**src/rtl/keypad_pkg.sv**
```systemverilog
//==============================================================================
// keypad_pkg
// Shared types and helpers for the keypad matrix scanner.
// Revision: 1.0
//==============================================================================
`default_nettype none
`timescale 1ns/1ps

package keypad_pkg;

    localparam int STATE_W = 2;
    localparam int CLASS_W = 2;

    typedef enum logic [STATE_W-1:0] {
        ST_IDLE       = 2'd0,
        ST_PRESS_DB   = 2'd1,
        ST_HELD       = 2'd2,
        ST_RELEASE_DB = 2'd3
    } state_e;

    typedef enum logic [CLASS_W-1:0] {
        FR_NONE  = 2'd0,
        FR_KEY   = 2'd1,
        FR_GHOST = 2'd2
    } frame_e;

    function automatic int code_width(input int rows, input int cols);
        return (rows * cols > 1) ? $clog2(rows * cols) : 1;
    endfunction

endpackage

`default_nettype wire

```
**src/rtl/keypad_row_scanner.sv**
```systemverilog
//==============================================================================
// keypad_row_scanner
// Strobes one row at a time and classifies each complete scan frame.
// Revision: 1.0
//==============================================================================
`default_nettype none
`timescale 1ns/1ps

module keypad_row_scanner
    import keypad_pkg::*;
#(
    parameter int ROWS        = 4,
    parameter int COLS        = 3,
    parameter int SCAN_CYCLES = 4,
    parameter int CW          = 4
) (
    input  logic            clock,
    input  logic            reset,
    output logic [ROWS-1:0] row_drive,
    input  logic [COLS-1:0] col_sense,
    output logic            frame_done,
    output frame_e          frame_class,
    output logic [CW-1:0]   frame_code
);

    localparam int DW = $clog2(SCAN_CYCLES);
    localparam int RW = $clog2(ROWS);
    localparam logic [DW-1:0] DWELL_LAST = DW'(SCAN_CYCLES - 1);
    localparam logic [RW-1:0] ROW_LAST   = RW'(ROWS - 1);

    logic [DW-1:0] r_dwell;
    logic [RW-1:0] r_row;
    logic [1:0]    r_hits;
    logic [CW-1:0] r_code;

    logic          w_sample;
    logic [1:0]    w_row_hits;
    logic [CW-1:0] w_row_code;
    logic [2:0]    w_sum;
    logic [1:0]    w_hits;
    logic [CW-1:0] w_code;

    assign w_sample   = (r_dwell == DWELL_LAST);
    assign frame_done = w_sample && (r_row == ROW_LAST);

    // Hit count saturates at 2: anything beyond one key is a ghost frame.
    always_comb begin
        w_row_hits = 2'd0;
        w_row_code = '0;
        for (int c = 0; c < COLS; c++) begin
            if (col_sense[c]) begin
                w_row_code = CW'(int'(r_row) * COLS + c);
                w_row_hits = (w_row_hits == 2'd0) ? 2'd1 : 2'd2;
            end
        end
    end

    assign w_sum  = {1'b0, r_hits} + {1'b0, w_row_hits};
    assign w_hits = (w_sum >= 3'd2) ? 2'd2 : w_sum[1:0];
    assign w_code = (r_hits == 2'd0) ? w_row_code : r_code;

    // Class includes the final row's sample so the FSM can act on the same edge.
    always_comb begin
        frame_code = w_code;
        case (w_hits)
            2'd0:    frame_class = FR_NONE;
            2'd1:    frame_class = FR_KEY;
            default: frame_class = FR_GHOST;
        endcase
    end

    always_ff @(posedge clock) begin
        if (reset) begin
            r_dwell   <= '0;
            r_row     <= '0;
            row_drive <= {{(ROWS-1){1'b0}}, 1'b1};
            r_hits    <= 2'd0;
            r_code    <= '0;
        end else if (w_sample) begin
            r_dwell   <= '0;
            r_row     <= (r_row == ROW_LAST) ? '0 : r_row + RW'(1);
            row_drive <= {row_drive[ROWS-2:0], row_drive[ROWS-1]};
            if (frame_done) begin
                r_hits <= 2'd0;
                r_code <= '0;
            end else begin
                r_hits <= w_hits;
                r_code <= w_code;
            end
        end else begin
            r_dwell <= r_dwell + DW'(1);
        end
    end

endmodule

`default_nettype wire

```
**src/rtl/keypad_scanner.sv**
```systemverilog
//==============================================================================
// keypad_scanner
// Frame-debounced keypad scanner with ghost rejection and a one-entry event buffer.
// Revision: 1.0
//==============================================================================
`default_nettype none
`timescale 1ns/1ps

module keypad_scanner
    import keypad_pkg::*;
#(
    parameter  int ROWS        = 4,
    parameter  int COLS        = 3,
    parameter  int SCAN_CYCLES = 4,
    parameter  int DEBOUNCE    = 3,
    localparam int CW          = code_width(ROWS, COLS)
) (
    input  logic            clock,
    input  logic            reset,
    output logic [ROWS-1:0] row_drive,
    input  logic [COLS-1:0] col_sense,
    output logic            key_valid,
    output logic [CW-1:0]   key_code,
    input  logic            key_ack,
    output logic            key_down,
    output logic            overflow
);

    localparam int NW = $clog2(DEBOUNCE + 1);
    localparam logic [NW-1:0] CNT_LAST = NW'(DEBOUNCE - 1);

    logic          w_frame_done;
    frame_e        w_frame_class;
    logic [CW-1:0] w_frame_code;

    state_e        r_state;
    state_e        w_state_next;
    logic [CW-1:0] r_cand;
    logic [CW-1:0] w_cand_next;
    logic [NW-1:0] r_cnt;
    logic [NW-1:0] w_cnt_next;
    logic          w_accept;
    logic [CW-1:0] w_accept_code;

    keypad_row_scanner #(
        .ROWS        (ROWS),
        .COLS        (COLS),
        .SCAN_CYCLES (SCAN_CYCLES),
        .CW          (CW)
    ) u_row_scanner (
        .clock       (clock),
        .reset       (reset),
        .row_drive   (row_drive),
        .col_sense   (col_sense),
        .frame_done  (w_frame_done),
        .frame_class (w_frame_class),
        .frame_code  (w_frame_code)
    );

    always_ff @(posedge clock) begin
        if (reset) begin
            r_state <= ST_IDLE;
            r_cand  <= '0;
            r_cnt   <= '0;
        end else begin
            r_state <= w_state_next;
            r_cand  <= w_cand_next;
            r_cnt   <= w_cnt_next;
        end
    end

    always_comb begin
        w_state_next  = r_state;
        w_cand_next   = r_cand;
        w_cnt_next    = r_cnt;
        w_accept      = 1'b0;
        w_accept_code = r_cand;
        if (w_frame_done) begin
            unique case (r_state)
                ST_IDLE: begin
                    if (w_frame_class == FR_KEY) begin
                        if (DEBOUNCE == 1) begin
                            w_state_next  = ST_HELD;
                            w_accept      = 1'b1;
                            w_accept_code = w_frame_code;
                        end else begin
                            w_state_next = ST_PRESS_DB;
                            w_cand_next  = w_frame_code;
                            w_cnt_next   = NW'(1);
                        end
                    end
                end
                ST_PRESS_DB: begin
                    if (w_frame_class != FR_KEY) begin
                        w_state_next = ST_IDLE;
                    end else if (w_frame_code != r_cand) begin
                        w_cand_next = w_frame_code;
                        w_cnt_next  = NW'(1);
                    end else if (r_cnt == CNT_LAST) begin
                        w_state_next = ST_HELD;
                        w_accept     = 1'b1;
                    end else begin
                        w_cnt_next = r_cnt + NW'(1);
                    end
                end
                ST_HELD: begin
                    if (w_frame_class == FR_NONE) begin
                        if (DEBOUNCE == 1) begin
                            w_state_next = ST_IDLE;
                        end else begin
                            w_state_next = ST_RELEASE_DB;
                            w_cnt_next   = NW'(1);
                        end
                    end
                end
                ST_RELEASE_DB: begin
                    if (w_frame_class != FR_NONE) begin
                        w_state_next = ST_HELD;
                    end else if (r_cnt == CNT_LAST) begin
                        w_state_next = ST_IDLE;
                    end else begin
                        w_cnt_next = r_cnt + NW'(1);
                    end
                end
                default: w_state_next = ST_IDLE;
            endcase
        end
    end

    always_comb begin
        key_down = (r_state == ST_HELD) || (r_state == ST_RELEASE_DB);
    end

    // A same-cycle ack frees the slot, so the new event replaces the old one.
    always_ff @(posedge clock) begin
        if (reset) begin
            key_valid <= 1'b0;
            key_code  <= '0;
            overflow  <= 1'b0;
        end else if (w_accept) begin
            if (!key_valid || key_ack) begin
                key_valid <= 1'b1;
                key_code  <= w_accept_code;
            end else begin
                overflow <= 1'b1;
            end
        end else if (key_ack) begin
            key_valid <= 1'b0;
        end
    end

endmodule

`default_nettype wire

```
**config.mk**
```make
export PLATFORM = sky130hd
export DESIGN_NAME = keypad_scanner
export DESIGN_NICKNAME = d
export VERILOG_FILES = /design/src/rtl/keypad_pkg.sv /design/src/rtl/keypad_row_scanner.sv /design/src/rtl/keypad_scanner.sv
export SDC_FILE = /design/constraint.sdc
export NUM_CORES = 1
export LEC_CHECK = 0
export BUFFER_PORTS_ARGS = -buffer_cell sky130_fd_sc_hd__buf_2
export CORE_UTILIZATION = 30
export DETAILED_ROUTE_END_ITERATION = 8
export GPL_ROUTABILITY_DRIVEN = 1
export PLACE_DENSITY = 0.5
export SKIP_LAST_GASP = 1
export SLEW_MARGIN = 15
export SYNTH_ARGS = -nofsm -noshare
export SYNTH_HDL_FRONTEND = slang
export SYNTH_SLANG_ARGS = --single-unit
```
**constraint.sdc**
```tcl
create_clock -name clock -period 2.8 [get_ports clock]
set_input_delay 0.28 -clock clock [delete_from_list [all_inputs] [get_ports clock]]
set_output_delay 0.28 -clock clock [all_outputs]
set_load 0.03 [all_outputs]
```
==> impl_metrics.csv <==
group,metric,value,unit
yosys,yosys_warnings,0,
final_layout,syn_to_final_growth,13.86,%
clocking,cts_tree,"yes",
final_layout,antenna_cells,0,
clocking,cts_root_buffer,"clkbuf_8",
sta,fin_tns_setup,0,ps
run,cap_violations,0,
clocking,numCtsBuffers,3,
yosys,syn_area,1778,sq um
die,pin_count,17,
final_layout,final_common_cell,"dfxtp_1",
placement,gp_congestion,0.7815,
clocking,insertion_delay,270,ps
final_layout,multi_input_area,1137,sq um
routing,num_vias,1440,
yosys,synthDistinctLibCells,56,
yosys,synthCells,199,
worst_setup_path,startpoint_type,"input pin",
final_layout,final_cell_area,2024,sq um
die,die-height,78.99,microns
yosys,synth_compound_area_frac,0.1942,
yosys,synth-xor-area-share,0.02956,
clocking,clk_pin_slew,90,ps
yosys,syn_area_per_cell,8.934,sq um
placement,dpl.hpwl,2.803,mm
sta,worstMarginPinSlew,473.2,ps
worst_setup_path,crit_fanout,6,
clocking,clock_sinks,28,
final_layout,final_cell_mix,"28 x dfxtp_1, 21 x nand2_1, 20 x nor2_1",
worst_setup_path,path_class,"in2reg",
yosys,async_reset_ff_frac,0,
sta,hold_violations,0,
final_layout,drive_gt1_frac,0.2100,
sta,finalSetupViolCount,0,
yosys,synthMuxAreaShare,0.08586,
placement,placed_area,1969,sq um
global_route,antenna_found_initial,0,
yosys,synth_fa_ha_area_frac,0.09571,
placement,dp_cells,287,
sta,setup_ws,440.8,ps
power,p_per_area,408.3,nW/um^2
routing,drc,0,
placement,port_buffers,16,
die,die_x,78.99,microns
sta,finalCriticalPeriod,2359,ps
run_status,status,"complete, no violations",
worst_setup_path,arrival,2530,ps
yosys,synthFlopType,"dfxtp_1",
yosys,ys_seq_area_frac,0.3153,
sta,fin_skew,5.798,ps
final_layout,final_cells,291,
worst_setup_path,cp-end-kind,"flop",
sta,fin_crit_sh,0.8426,
die,initial_utilization,0.3170,
clocking,cts_setup_buffers,0,
clocking,cts_buffer_depth,2,
sta,clock.fmax,423.9,MHz
die,core,5608,sq um
clocking,htree_levels,1,
routing,drt_wl_total,3.612,mm
sta,drv_slew,0,
clocking,cts_resized,0,
die,rows,27,
placement,place_ws,136.8,ps
yosys,synth_edf_count,0,
global_route,grt_max_degree,20,
yosys,postSynthNetCount,218,
routing,avgRoutedWirePerCell,12.41,microns
global_route,grt_util_all_layers,0.1243,
final_layout,register_area,560.5,sq um
final_layout,nets,239,
final_layout,fillers,616,
routing,drt_iter0_drc,67,
power,irDropWorstVdd,306.0,uV
min_path,min_path_type,"in2reg",
sta,max_slew_margin,0.6764,
power,p_leak,0.8498,nW
yosys,synth-simple-area-share,0.2343,
sta,holdWs,327.6,ps
sta,rsz0062_at_grt,"false",
global_route,grt_pass1_wl,6.237,mm
global_route,grt_pass1_vias,1333,
routing,ant_nets,0,
worst_setup_path,cp_data_required_time,2970,ps
global_route,overflow,0,
routing,drt-pass1-iter-count,4,
yosys,ys_ff_latch,28,
yosys,synth_top_family_by_area,"simple AND/OR/NAND/NOR gates",
die,die-area,6239,sq um
routing,avgViaCountPerCell,4.948,
clocking,cts_hold_buf,0,
-- worst max-delay path, stage by stage --
cell     delay, ps
buf_2           90
inv_1           60
ha_1           270
mux2_2         140
ha_1           130
inv_1           50
fa_1           500
nand2_1        150
nor2_1         140
nand2_1        100
nor3b_1        350
nand3_4        150
mux2i_1        140
-- cells by family (layout without fill, tap and decap cells) --
| kind of cell | after synthesis | count (layout) |
|---|---|---|
| XOR/XNOR | 6 | 6 |
| buffers and inverters | 19 | 39 |
| AND/OR/NAND/NOR | 77 | 77 |
| multiplexers | 15 | 15 |
| flip-flops | 28 | 28 |
| adder cells (fa/ha/maj) | 13 | 13 |
| AO/OA/AOI/OAI | 41 | 41 |
-- cell usage after synthesis (all sizes together), types with 3 or more instances --
cell,number,share of area
buf,3,0.011
xnor2,3,0.015
nand3,4,0.021
xor2,3,0.015
a21oi,7,0.020
nor2b,5,0.023
nor3,5,0.017
a2111oi,3,0.026
o211ai,3,0.013
o21ai,7,0.022
mux2i,13,0.073
nand2,21,0.044
nor2,20,0.042
dfxtp,28,0.32
clkbuf,5,0.011
nand2b,11,0.039
ha,12,0.084
inv,11,0.023
-- metal layers --
| layer | vias to the layer above | GRT usage | wire, microns |
|---|---|---|---|
| met2 | 21 | 0.2086 | 1728 |
| li1 | 737 | - | - |
| met1 | 680 | 0.1646 | 1726 |
| met4 | 0 | 0.01636 | 12 |
| met5 | - | 0 | 0 |
| met3 | 2 | 0.02989 | 143 |
-- where the power goes --
group | switching, mW | internal, mW | leakage (nW) | total, mW
Combinational | 0.0944 | 0.0701 | 0.595 | 0.164
Sequential | 0.00725 | 0.408 | 0.226 | 0.416
Clock | 0.121 | 0.126 | 0.0288 | 0.246
-- metrics by stage --
stage / utilization / power (mW)
2_1_floorplan: - / 0.5480
4_1_cts: 0.3610 / 0.8426
3_3_place_gp: 0.3512 / 0.5904
6_report: 0.3610 / 0.8266
5_1_grt: 0.3610 / 0.8812
3_5_place_dp: 0.3512 / 0.5904
-- sequential cells by signal (all words and copies together) (netlist names) --
name / cells
overflow: 1
u_row_scanner.row_drive: 4
u_row_scanner.r_hits: 2
u_row_scanner.r_code: 4
key_code: 4
u_row_scanner.r_row: 2
r_cand: 4
r_state: 2
key_valid: 1
r_cnt: 2
u_row_scanner.r_dwell: 2
-- cell type report --
class                   instances  share of cell area
multi-input cells             152              0.5618
flip-flops and latches         28              0.2769
repair buffers                 24             0.06922
well taps                      72             0.04450
clock buffers                   4             0.02719
inverters                      11             0.02040
-- path summary, 6_finish.rpt --
check                                               from                        to  slack (ps)  cells past startpoint
worst max register to register    u_row_scanner.r_row[1]                 r_cand[0]         490                      7
worst min register to register  u_row_scanner.r_dwell[0]  u_row_scanner.r_dwell[0]         440                      1
worst min-delay path                             key_ack                  overflow         330                      3
worst max-delay path                        col_sense[1]               key_code[1]         440                     13
No activity file was read; power rests on OpenSTA's default activity.
